$ cat src/rtl/serial_adder_pkg.sv
// Shared types and constants for the bit-serial adder.
//   state_e       : controller state encoding (IDLE, BUSY, DONE)
//   DEFAULT_WIDTH : default operand/sum width in bits
package serial_adder_pkg;

    typedef enum logic [1:0] {
        IDLE = 2'd0,
        BUSY = 2'd1,
        DONE = 2'd2
    } state_e;

    localparam int unsigned DEFAULT_WIDTH = 8;

endpackage

$ cat src/rtl/half_adder.sv
// Single-bit half adder.
//   a, b : input bits
//   s    : sum bit (a ^ b)
//   c    : carry bit (a & b)
module half_adder (
    input  logic a,
    input  logic b,
    output logic s,
    output logic c
);

    assign s = a ^ b;
    assign c = a & b;

endmodule

$ cat src/rtl/serial_adder_full_adder_cell.sv
// Full adder built from two half adders plus an OR of their carries.
//   a, b : operand bits
//   cin  : carry in
//   s    : sum bit
//   cout : carry out
module full_adder_cell (
    input  logic a,
    input  logic b,
    input  logic cin,
    output logic s,
    output logic cout
);

    logic s1;
    logic c1;
    logic c2;

    half_adder u_ha0 (
        .a (a),
        .b (b),
        .s (s1),
        .c (c1)
    );

    half_adder u_ha1 (
        .a (s1),
        .b (cin),
        .s (s),
        .c (c2)
    );

    // Both half-adder carries can never be high together, so OR is exact.
    assign cout = c1 | c2;

endmodule

$ cat src/rtl/serial_adder.sv
// Bit-serial ripple adder: one full-adder cell processes one bit per clock, LSB first.
// Optional subtraction mode is enabled by defining SERIAL_ADDER_SUB_EN.
//   clk       : rising-edge clock
//   rst       : synchronous active-high reset
//   in_valid  : operands a/b valid          in_ready  : operands can be accepted
//   a, b      : WIDTH-bit operands          sub       : 1 = compute a - b (macro only)
//   out_valid : sum/cout valid              out_ready : consumer takes the result
//   sum       : WIDTH-bit result            cout      : carry out of the MSB (NOT borrow in sub)
//   busy      : high while bits are being processed
module serial_adder
    import serial_adder_pkg::*;
#(
    parameter int unsigned WIDTH = DEFAULT_WIDTH
) (
    input  logic             clk,
    input  logic             rst,
    input  logic             in_valid,
    output logic             in_ready,
    input  logic [WIDTH-1:0] a,
    input  logic [WIDTH-1:0] b,
`ifdef SERIAL_ADDER_SUB_EN
    input  logic             sub,
`endif
    output logic             out_valid,
    input  logic             out_ready,
    output logic [WIDTH-1:0] sum,
    output logic             cout,
    output logic             busy
);

    localparam int unsigned CW = $clog2(WIDTH + 1);
    localparam logic [CW-1:0] LastCnt = CW'(WIDTH - 1);

    state_e           state_q, state_d;
    logic [WIDTH-1:0] a_sr_q, a_sr_d;
    logic [WIDTH-1:0] b_sr_q, b_sr_d;
    logic [WIDTH-1:0] sum_q, sum_d;
    logic [CW-1:0]    cnt_q, cnt_d;
    logic             carry_q, carry_d;

    logic             fa_s;
    logic             fa_c;

    // Load values: subtraction is a + ~b + 1, with the +1 entering as the initial carry.
    logic [WIDTH-1:0] b_load;
    logic             carry_init;

`ifdef SERIAL_ADDER_SUB_EN
    assign b_load     = sub ? ~b : b;
    assign carry_init = sub;
`else
    assign b_load     = b;
    assign carry_init = 1'b0;
`endif

    full_adder_cell u_fa (
        .a    (a_sr_q[0]),
        .b    (b_sr_q[0]),
        .cin  (carry_q),
        .s    (fa_s),
        .cout (fa_c)
    );

    always_comb begin
        state_d   = state_q;
        a_sr_d    = a_sr_q;
        b_sr_d    = b_sr_q;
        sum_d     = sum_q;
        cnt_d     = cnt_q;
        carry_d   = carry_q;
        in_ready  = 1'b0;
        out_valid = 1'b0;
        busy      = 1'b0;

        unique case (state_q)
            IDLE: begin
                in_ready = 1'b1;
                if (in_valid) begin
                    a_sr_d  = a;
                    b_sr_d  = b_load;
                    carry_d = carry_init;
                    cnt_d   = '0;
                    state_d = BUSY;
                end
            end
            BUSY: begin
                busy    = 1'b1;
                a_sr_d  = a_sr_q >> 1;
                b_sr_d  = b_sr_q >> 1;
                // Sum bits enter at the MSB so after WIDTH shifts bit 0 lands at the LSB.
                sum_d            = sum_q >> 1;
                sum_d[WIDTH-1]   = fa_s;
                carry_d          = fa_c;
                cnt_d            = cnt_q + CW'(1);
                if (cnt_q == LastCnt) begin
                    state_d = DONE;
                end
            end
            DONE: begin
                out_valid = 1'b1;
                if (out_ready) begin
                    state_d = IDLE;
                end
            end
            default: begin
                state_d = IDLE;
            end
        endcase
    end

    always_ff @(posedge clk) begin
        if (rst) begin
            state_q <= IDLE;
            a_sr_q  <= '0;
            b_sr_q  <= '0;
            sum_q   <= '0;
            cnt_q   <= '0;
            carry_q <= 1'b0;
        end else begin
            state_q <= state_d;
            a_sr_q  <= a_sr_d;
            b_sr_q  <= b_sr_d;
            sum_q   <= sum_d;
            cnt_q   <= cnt_d;
            carry_q <= carry_d;
        end
    end

    // Carry FF is untouched in DONE, so it holds the final carry stably.
    assign sum  = sum_q;
    assign cout = carry_q;

endmodule

$ cat config.mk
export PLATFORM = sky130hd
export DESIGN_NAME = serial_adder
export DESIGN_NICKNAME = d
export VERILOG_FILES = /design/src/rtl/serial_adder_pkg.sv /design/src/rtl/half_adder.sv /design/src/rtl/serial_adder_full_adder_cell.sv /design/src/rtl/serial_adder.sv
export SDC_FILE = /design/constraint.sdc
export NUM_CORES = 1
export LEC_CHECK = 0
export CORE_MARGIN = 1.5
export CORE_UTILIZATION = 48
export CTS_CLUSTER_SIZE = 12
export DETAILED_ROUTE_END_ITERATION = 8
export PLACE_DENSITY = 0.75
export SYNTH_ARGS = -nofsm -noshare
export SYNTH_HDL_FRONTEND = slang
export SYNTH_SLANG_ARGS = --single-unit
export TNS_END_PERCENT = 50
$ cat constraint.sdc
create_clock -name clk -period 1.63 [get_ports clk]
set_clock_uncertainty 0.15 [all_clocks]
set_input_delay 0.163 -clock clk [delete_from_list [all_inputs] [get_ports clk]]
set_output_delay 0.163 -clock clk [all_outputs]
set_load 0.02 [all_outputs]
Yosys cells after proc, flatten, opt, wreduce, memory -nomap -nowiden
Cells that the tools add are included.
{"block": "totals", "reg_bits": 31, "word_cells": 37, "input_bits": 20, "output_inout_bits": 12}
{"block": "classes", "muxes": 15, "add_sub_neg": 1, "n_reduce_logical": 4, "n_bitwise": 5, "eq_ne": 6}
{"operator": "case mux 8 bit (2 select lines)", "count": 2}
{"operator": "two-way mux 8 bit", "count": 2}
{"operator": "case mux 4 bit (2 select lines)", "count": 1}
{"operator": "two-way mux 2 bit", "count": 3}
{"operator": "!= test 2 bit, second input constant", "count": 3}
{"operator": "case mux 2 bit (3 select lines)", "count": 1}
{"operator": "adder 4 x 1 -> 4 bit, second input constant", "count": 1}
{"operator": "equality test 4 x 3 -> 1 bit, second input constant", "count": 1}
{"operator": "two-way mux 1 bit", "count": 4}
{"operator": "two-way mux 4 bit", "count": 1}
{"operator": "AND reduction 3 bit", "count": 1}
{"operator": "AND 1 bit", "count": 2}
{"operator": "equality test 2 x 1 -> 1 bit, second input constant", "count": 1}
{"operator": "equality test 2 bit, second input constant", "count": 1}
{"operator": "zero test 2 bit", "count": 1}
{"operator": "case mux 1 bit (2 select lines)", "count": 1}
{"operator": "AND reduction 2 bit", "count": 1}
{"operator": "nonzero test 2 bit", "count": 1}
{"operator": "bitwise XOR 1 bit", "count": 2}
{"operator": "bitwise OR 1 bit", "count": 1}

Longest topological paths before layout
{"block": "logic_depth", "word_depth": 4, "depth_mapped": 7, "mapped_depth_nobuf": 4}

Modules after synthesis
Synthesis repeated with hierarchy kept, for this count alone.
{"block": "unflattened", "cells_unflattened": 187, "hier_area_um2": 1491.4}
{"module": "serial_adder", "area_per_inst_um2": 1460.2, "instances": 1, "cells_each": 184}
{"module": "half_adder", "area_per_inst_um2": 12.5, "instances": 2, "cells_each": 1}
{"module": "full_adder_cell", "area_per_inst_um2": 6.3, "instances": 1, "cells_each": 1}

Worst setup path after synthesis
Ideal clock, no wire load.
{"block": "synth_path", "path_type": "flip-flop to flip-flop", "start": "register carry_q, in the netlist cout", "end": "register sum_q[7], in the netlist sum[7]", "path_slack_ns": 0.221, "stages_incl_launch_ff": 4, "arrival_time_ns": 1.126, "n_path_buf": 0, "path_cell_list": "dfxtp_1 > inv_1 > fa_1 > a211oi_2"}
{"block": "synth_via", "elab_chain_cells": 1}
{"item": "start, declared", "line_no": "serial_adder.sv:39", "rtl": "logic carry_q, carry_d;"}
{"item": "start signal, assigned", "line_no": "serial_adder.sv:125", "rtl": "carry_q <= carry_d;"}
{"item": "bitwise XOR 1 bit", "line_no": "half_adder.sv:12", "rtl": "assign s = a ^ b;"}
{"item": "end signal, assigned", "line_no": "serial_adder.sv:123", "rtl": "sum_q <= sum_d;"}
{"item": "end, declared", "line_no": "serial_adder.sv:37", "rtl": "logic [WIDTH-1:0] sum_q, sum_d;"}
No other way between the ends.
A chain may end at the register's enable or synchronous reset.

Worst setup path in the final report
{"block": "layout_path", "start": "register state_q[1]", "end": "output out_valid"}
{"block": "layout_via", "elab_chain_cells": 2}
{"item": "start, declared", "line_no": "serial_adder.sv:34", "rtl": "state_e state_q, state_d;"}
{"item": "start signal, assigned", "line_no": "serial_adder.sv:120", "rtl": "state_q <= state_d;"}
{"item": "equality test 2 bit", "line_no": "serial_adder.sv:75", "rtl": "unique case (state_q)"}
{"item": "two-way mux 1 bit", "line_no": "serial_adder.sv:75"}
{"item": "end, declared", "line_no": "serial_adder.sv:24", "rtl": "output logic out_valid,"}
No other way between the ends.

==> results.cfg <==
[synthesis]
ys_top_cells_by_area = dfxtp_1 47%, a211oi_1 7.3%, nor2_1 7.3%
yosysTopAreaCellShare = 0.467
synth-edff-count = 0
post-synth-top-area-cell = dfxtp_1
yosys_most_used_dff = dfxtp_1
syn_area_um2 = 1330
yosys_warnings = 0
ys_types = 30
ys_seq_area_frac = 0.467
ys_seq_elements = 31
async_reset_ff_frac = 0
netlist_instances = 151
syn_nets = 173
avgSynthCellArea_um2 = 8.80

[worst_setup_path]
startpoint_type = flip-flop
critPathKind = flip-flop to output pin
cp.arrival_ps = 1260
crit_path_end_kind = output pin
required_ps = 1320
cp_max_fo = 7

[global_route]
grt_use_total = 0.204
grt.overflow.total = 0
grt_pass1_wl_mm = 4.95
grt_max_degree = 32
grt_pass1_vias = 1182
grt_antenna_before_repair = 0

[pwr]
seq_power_share = 0.521
switching_share = 0.252
p_total_mw = 1.59
power.internal_mw = 1.19
p_clk_frac = 0.317
p_leak_nw = 0.789
p_per_area_nw_per_um2 = 882
combPwrFrac = 0.162
p_sw_mw = 0.400
ir_drop_mv = 0.858

[sta]
worst_slew_pin_slew_ps = 445
hold_violations = 0
period_needed_ps = 1570
slew_headroom = 0.703
grt_setup_unrepaired = false
setup_viol = 0
drv_slew = 0
fin_crit_sh = 0.964
max_freq_ghz = 0.636

[floorplan]
die_area_um2 = 3090
ioPinCount = 32
die_w_um = 55.6
fp.coreArea_um2 = 2540
start_util = 0.522
fp.dieH_um = 55.6
rows = 18

[routing]
via_per_inst = 5.58
drt_iter0_markers = 33
drt-wirelength-per-cell_um = 14.0
num_vias = 1228
wl_mm = 3.09
drt-pass1-iter-count = 4
drc_errors = 0
ant_nets = 0

[layout]
final_area_um2 = 1800
utilization = 0.706
fin_cells = 220
final_nets = 211
fill_cells = 207
layout-drive-gt1-share = 0.137
area_growth_syn_to_layout_pct = 35.3
diodes = 0
multi_input_area_um2 = 626
regArea_um2 = 623

[placement]
place_area_um2 = 1700
dp.cells = 211
place_hpwl_mm = 2.11
place.gp.congestion = 0.762
placement.io_buffers = 31

[worst_hold_path]
hold_class = flip-flop to flip-flop

[clock_tree]
cts.hold.buffers_added = 0
clock_latency_ps = 320
cts_buffer_depth = 2
cts_setup_buffers = 0
cts_tree = yes
clk_pin_slew_ps = 90
h-tree-depth = 2
cts_inserted_buffers = 5
cts.sinks = 31
cts-root-buf = clkbuf_4

[flow_run]
cap_violations = 0

[run_status]
status = finished clean
-- stage by stage --
step	setup TNS [ps]	hold WS (ps)	setup slack (ps)
after global placement	0	296	23.3
after global routing	0	326	10.7
final	0	319	58.9
after CTS	0	319	3.15
after floorplan	0	91.7	221
after detailed placement	-346	311	-67.9
-- layer usage --
metal / wire (um) / up-vias / part of all wire / track usage
li1: - / 616 / - / -
met4: 69 / 0 / 0.022 / 0.115
met1: 1350 / 566 / 0.44 / 0.232
met3: 147 / 9 / 0.048 / 0.0512
met5: 0 / - / 0 / 0
met2: 1520 / 37 / 0.49 / 0.345
-- cells by family (layout without fill, tap and decap cells) --
kind of cell / after synthesis / after routing / share of synthesized area
AO/OA/AOI/OAI: 47 / 47 / 0.263
flip-flops: 31 / 31 / 0.467
AND/OR/NAND/NOR: 54 / 54 / 0.177
buffers and inverters: 17 / 56 / 0.0687
adder cells (fa/ha/maj): 2 / 2 / 0.0245
-- flip-flops by register name, summed over array words and instances (netlist names) --
name / flops
a_sr_q: 8
b_sr_q: 8
cnt_q: 4
cout: 1
state_q: 2
sum: 8
-- placed cells by master, fill, tap and decap left out, types with 2 or more instances in the layout --
cell type and instances:
clkdlybuf4s50_1 19, dlymetal6s2s_1 7, o2bb2ai_1 7, dlygate4sd2_1 5, a211oi_1 13, a21oi_1 9
dfxtp_1 29, buf_4 9, clkinvlp_4 2, a32oi_1 2, o22ai_1 7, nor2_1 26
nand2_1 18, a221oi_1 2, inv_1 5, clkbuf_8 2, dfxtp_2 2, clkbuf_4 5
nand3_1 2
-- cell usage after synthesis (3+ instances only) --
library cell,instances
buf_2,4
buf_6,3
a21oi_1,9
nand2_1,18
inv_1,6
o22ai_1,7
a211oi_1,13
dfxtp_1,31
nor2_1,26
clkbuf_1,4
o2bb2ai_1,7
-- worst max-delay path, cell delays in order (launching register included) --
cell           delay (ps)
dfxtp_2               400
nor2b_1               190
dlygate4sd2_1         350
-- power by group through the flow --
stage                     clock network [mW]  registers, mW  logic, mW
after floorplan                            0          0.841      0.149
after global placement                     0          0.843      0.244
after detailed placement                   0          0.844      0.252
after CTS                              0.516          0.827      0.250
after global routing                   0.543          0.831      0.283
final                                  0.502          0.827      0.257
-- layout make-up --
cell class / instances / share of cell area
Multi-Input combinational cell: 103 / 0.348
Sequential cell: 31 / 0.347
Timing Repair Buffer: 41 / 0.228
Clock buffer: 8 / 0.0383
Tap cell: 30 / 0.0209
Inverter: 6 / 0.0146
Timing Repair inverter: 1 / 0.00418
-- path summary, 6_finish.rpt --
kind | end | cells past startpoint | startpoint | slack (ps)
worst max-delay path | out_valid | 2 | state_q[1]$_SDFFE_PP0P_ | 60
worst min-delay path | sum[0]$_SDFFE_PP0N_ | 2 | sum[0]$_SDFFE_PP0N_ | 320
worst max register to register | b_sr_q[4]$_SDFFE_PP0P_ | 4 | state_q[0]$_SDFFE_PP0P_ | 160
worst min register to register | sum[0]$_SDFFE_PP0N_ | 2 | sum[0]$_SDFFE_PP0N_ | 320
-- timing repair --
action,4_1_cts,5_1_grt
gates cloned,0,1
setup endpoints to repair,5,16
resized for setup,6,12
endpoints found under the hold margin,0,0
Power figures use the tool's default switching activity.
